[config.mk]
export PLATFORM = sky130hd
export DESIGN_NAME = pw_change_ctrl
export DESIGN_NICKNAME = d
export VERILOG_FILES = /design/src/rtl/pw_change_ctrl.sv
export SDC_FILE = /design/constraint.sdc
export NUM_CORES = 1
export LEC_CHECK = 0
export CAP_MARGIN = 30
export CORE_MARGIN = 3
export CORE_UTILIZATION = 38
export DETAILED_ROUTE_END_ITERATION = 10
export PLACE_DENSITY_LB_ADDON = 0.08
export SLEW_MARGIN = 20
export SYNTH_ARGS = -nofsm -noshare
export SYNTH_HDL_FRONTEND = slang
export SYNTH_SLANG_ARGS = --single-unit
[constraint.sdc]
create_clock -name clk -period 2.9 [get_ports clk]
set_input_delay 0.58 -clock clk [delete_from_list [all_inputs] [get_ports clk]]
set_output_delay 0.58 -clock clk [all_outputs]
set_load 0.03 [all_outputs]
[src/rtl/pw_change_ctrl.sv]
// Password store with a serial verify / enter-new / confirm change sequence.
// Define PW_TIMEOUT_EN to abort an unfinished sequence after TIMEOUT idle cycles.
module pw_change_ctrl #(
  parameter int DIGITS        = 4,
  parameter int DW            = 4,
  parameter int DEFAULT_DIGIT = 6,
  parameter int TIMEOUT       = 1000000
) (
  input  logic                 clk,
  input  logic                 reset,
  input  logic                 change,
  input  logic [DW-1:0]        digit_in,
  input  logic                 digit_valid,
  input  logic                 cancel,
  output logic [DIGITS*DW-1:0] key_out,
  output logic                 busy,
  output logic [1:0]           state_out,
  output logic                 done,
  output logic                 err
);

  localparam logic [1:0] IDLE    = 2'd0;
  localparam logic [1:0] VERIFY  = 2'd1;
  localparam logic [1:0] NEW     = 2'd2;
  localparam logic [1:0] CONFIRM = 2'd3;
  localparam int CW = (DIGITS > 1) ? $clog2(DIGITS) : 1;

  logic [1:0]                 state;
  logic [CW-1:0]              cnt;
  logic                       mism_flag;
  logic [DIGITS-1:0][DW-1:0]  key;
  logic [DIGITS-1:0][DW-1:0]  shadow;
  logic                       last_digit;
  logic                       digit_mism;
  logic                       timeout_hit;

  assign key_out   = key;
  assign busy      = (state != IDLE);
  assign state_out = state;

  always_comb begin
    last_digit = (cnt == CW'(DIGITS - 1));
    digit_mism = 1'b0;
    if (state == VERIFY)
      digit_mism = (digit_in != key[cnt]);
    else if (state == CONFIRM)
      digit_mism = (digit_in != shadow[cnt]);
  end

`ifdef PW_TIMEOUT_EN
  localparam int TW = $clog2(TIMEOUT + 1);
  logic [TW-1:0] idle_cnt;

  // Idle counter restarts on every state entry and every accepted digit.
  always_ff @(posedge clk) begin
    if (reset || !busy || cancel || digit_valid || timeout_hit)
      idle_cnt <= '0;
    else
      idle_cnt <= idle_cnt + 1'b1;
  end

  assign timeout_hit = busy && !cancel && !digit_valid &&
                       (idle_cnt == TW'(TIMEOUT - 1));
`else
  assign timeout_hit = 1'b0;
`endif

  always_ff @(posedge clk) begin
    if (reset) begin
      state     <= IDLE;
      cnt       <= '0;
      mism_flag <= 1'b0;
      key       <= {DIGITS{DW'(DEFAULT_DIGIT)}};
      shadow    <= '0;
      done      <= 1'b0;
      err       <= 1'b0;
    end else begin
      done <= 1'b0;
      err  <= 1'b0;
      if (state == IDLE) begin
        if (change) begin
          state     <= VERIFY;
          cnt       <= '0;
          mism_flag <= 1'b0;
        end
      end else if (cancel) begin
        state     <= IDLE;
        cnt       <= '0;
        mism_flag <= 1'b0;
      end else if (digit_valid) begin
        if (state == NEW)
          shadow[cnt] <= digit_in;
        if (!last_digit) begin
          cnt       <= cnt + 1'b1;
          mism_flag <= mism_flag | digit_mism;
        end else begin
          // Final digit: decide the whole phase; the sticky flag starts clean next phase.
          cnt       <= '0;
          mism_flag <= 1'b0;
          case (state)
            VERIFY: begin
              if (mism_flag || digit_mism) begin
                err   <= 1'b1;
                state <= IDLE;
              end else begin
                state <= NEW;
              end
            end
            NEW: state <= CONFIRM;
            default: begin
              if (mism_flag || digit_mism) begin
                err <= 1'b1;
              end else begin
                key  <= shadow;
                done <= 1'b1;
              end
              state <= IDLE;
            end
          endcase
        end
      end else if (timeout_hit) begin
        err       <= 1'b1;
        state     <= IDLE;
        cnt       <= '0;
        mism_flag <= 1'b0;
      end
    end
  end

endmodule

==> results.py <==
metrics = {
    "critical_path": {
        "critPathRequiredTime_ps": 3130,
        "cp_data_arrival_time_ps": 2890,
        "reg2reg_to": "key_out[10]",
        "startpoint_type": "flip-flop",
        "r2r_slack_ps": 240,
        "path_max_fanout": 12,
        "r2r_start": "cnt[1]",
        "cp-end-kind": "flip-flop",
        "path_class": "reg -> reg",
        "setup.worst_path.start": "cnt[1]",
        "r2r_cells": 7,
        "cp-endpoint": "key_out[10]",
    },
    "clock_network": {
        "clkSinkCount": 39,
        "cts_buffer_depth": 2,
        "cts_buffers": 5,
        "h-tree-depth": 2,
        "ctsResizeCount": 0,
        "clock_latency_ps": 290,
        "cts_root_buf": "clkbuf_8",
        "postCtsHoldBufs": 0,
        "cts.clk_slew.worst_paths_ps": 80,
        "postCtsSetupBuffers": 0,
        "cts_tree": "built",
    },
    "power": {
        "p_switching_mw": 0.2737,
        "p_clk_frac": 0.451,
        "ir_drop_uv": 241.7,
        "switching_share": 0.2279,
        "p_seq_frac": 0.455,
        "internal_power_mw": 0.9273,
        "power_frac_comb": 0.094,
        "pwr_density_cell_nw_per_um2": 476.1,
        "p_leak_nw": 0.8598,
        "power_mw": 1.201,
    },
    "placed_design": {
        "place.gp.congestion": 0.7909,
        "dp_hpwl_um": 3566,
        "placed_cells": 314,
        "portBuffers": 29,
        "dp_slack_ps": 164.9,
        "placed_area_um2": 2390,
    },
    "die": {
        "die_h_um": 79.19,
        "core_um2": 5140,
        "fp.dieW_um": 79.19,
        "floorplan.die_area_um2": 6271,
        "io-pin-count": 30,
        "rows": 26,
        "start_util": 0.3961,
    },
    "detailed_routing": {
        "drt.antenna.violating_nets": 0,
        "drt_iter0_markers": 114,
        "vias": 1708,
        "detail_route.wirelength_um": 4858,
        "route.detailed.drc": 0,
        "drt_pass1_iterations": 4,
        "avgViaCountPerCell": 5.304,
        "wl_per_cell_um": 15.09,
    },
    "timing": {
        "worstMarginPinSlew_ps": 461.8,
        "hold_ws_ps": 472.8,
        "hold_viol_final": 0,
        "slew_headroom": 0.6889,
        "slew_viol_final": 0,
        "skew_ps": 9.812,
        "setup_viol": 0,
        "grt_setup_unrepaired": "no",
        "fin_setup_tns_ps": 0,
        "post-route-min-period_ps": 2661,
        "period_share": 0.9176,
        "finalWorstSetupSlack_ps": 239.0,
        "fmax_mhz": 375.8,
    },
    "logic_synthesis": {
        "synth_area_um2": 2036,
        "muxShareOfSynthArea": 0.1315,
        "synth-simple-area-share": 0.1955,
        "synth_xor_area_frac": 0.03872,
        "synthFlopType": "dfxtp_1",
        "synth_fp_nets": 240,
        "ys_seq_area_frac": 0.3835,
        "yosysTopAreaCellShare": 0.3835,
        "yosysWarningCount": 0,
        "async_reset_ff_frac": 0,
        "syn_area_per_cell_um2": 9.170,
        "synthAdderAreaFrac": 0.05532,
        "synth_cell_types": 35,
        "synth_area_leaders": "dfxtp_1, mux4_2, a21oi_1, ha_1, nand2_1",
        "ys_ff_latch": 39,
        "yosys.area.top_type": "dfxtp_1",
        "syn_inst": 222,
        "synth_compound_area_frac": 0.1395,
        "synth_top_family_by_area": "simple AND/OR/NAND/NOR gates",
        "synth-edff-count": 0,
    },
    "flow_run": {
        "maxCapViolCount": 0,
    },
    "global_routing": {
        "grt_usage": 0.1665,
        "antenna_found_initial": 0,
        "grt_pass1_wl_um": 8224,
        "grt_start_max_net_pins": 41,
        "grt_pass1_vias": 1710,
        "overflow": 0,
    },
    "finish": {
        "drive_gt1_frac": 0.1032,
        "design_area_um2": 2522,
        "syn2layout_area_growth_pct": 23.91,
        "antennaDiodeCount": 0,
        "final_cells": 322,
        "nets": 269,
        "num-fill-cells": 531,
        "post-route-util": 0.4908,
    },
    "outcome": {
        "status": "finished clean",
    },
    "hold_path": {
        "hold_class": "reg -> reg",
    },
}
==> per-layer routing <==
| layer | wire length [um] | up-vias | global-route usage |
|---|---|---|---|
| met3 | 235 | 5 | 0.03741 |
| met2 | 2289 | 34 | 0.2753 |
| li1 | - | 862 | - |
| met4 | 44 | 0 | 0.04296 |
| met5 | 0 | - | 0 |
| met1 | 2289 | 807 | 0.2192 |
==> registers in the layout, indices dropped and copies added (netlist names) <==
register	flops
mism_flag	1
key_out	16
state_out	2
cnt	2
shadow	16
done	1
err	1
==> power by group through the flow <==
stage | Combinational [mW] | Sequential (mW) | Clock [mW]
6_report | 0.113 | 0.546 | 0.542
5_1_grt | 0.125 | 0.547 | 0.581
4_1_cts | 0.114 | 0.546 | 0.554
3_5_place_dp | 0.114 | 0.559 | 0
3_3_place_gp | 0.114 | 0.559 | 0
2_1_floorplan | 0.0792 | 0.559 | 0
==> area by class of cell <==
cell class	instances	area, um2	area share
multi-input cells	161	1141	0.4524
repair buffers	38	357.8	0.1419
well taps	70	87.58	0.03472
clock buffers	6	72.57	0.02877
flip-flops and latches	39	780.7	0.3095
inverters	6	22.52	0.008929
clock inverters	2	60.06	0.02381
==> how the worst min path moves through the flow <==
stage / from / endpoint / cells past startpoint
floorplan: shadow[8] / shadow[8] / 2
global placement: shadow[13] / shadow[13] / 2
detailed placement: shadow[0] / shadow[0] / 2
CTS: shadow[0] / shadow[0] / 2
global route: shadow[6] / shadow[6] / 2
finish: shadow[0] / shadow[0] / 2
==> worst max-delay path: stages (launching register included) <==
cell	delay [ps]
dfxtp_1	320
buf_4	230
mux4_2	550
xor2_1	210
o41a_1	630
nor3_4	210
buf_4	230
mux2i_1	200
==> synthesized netlist by cell type, drive strengths merged, types with 2 or more instances <==
| library cell | instances |
|---|---|
| nor4 | 2 |
| or2 | 2 |
| nand3 | 17 |
| nor2 | 22 |
| mux4 | 8 |
| buf | 6 |
| a21oi | 26 |
| inv | 6 |
| o22ai | 2 |
| mux2i | 8 |
| o31ai | 8 |
| clkbuf | 10 |
| o41a | 2 |
| o41ai | 2 |
| nand2 | 23 |
| dfxtp | 39 |
| ha | 9 |
| nand4 | 9 |
| xor2 | 8 |
| nor3 | 3 |
==> cell families after synthesis <==
kind of cell / Yosys count
simple gates: 83
compound gates: 44
flops: 39
buf+inv: 22
mux: 16
xor+xnor: 9
fa+ha+maj: 9
==> cells in the final DEF, fill, tap and decap left out, drive strengths merged <==
cell type,instances
a31oi,1
o41ai,2
a21oi,26
or4,1
a21o,1
o41a,2
mux2i,8
xor2,8
bufinv,2
and4b,1
nand4,9
buf,9
nor2,22
nand2,23
nor4,2
nor3,3
or2,2
xnor2,1
a21boi,1
nand2b,1
clkdlybuf4s50,29
nor2b,1
inv,6
o21ai,1
o22ai,2
mux4,8
and3,1
dfxtp,39
nand3,17
o31ai,8
ha,9
clkbuf,6
Note: power is estimated with default switching activity, not from simulation.
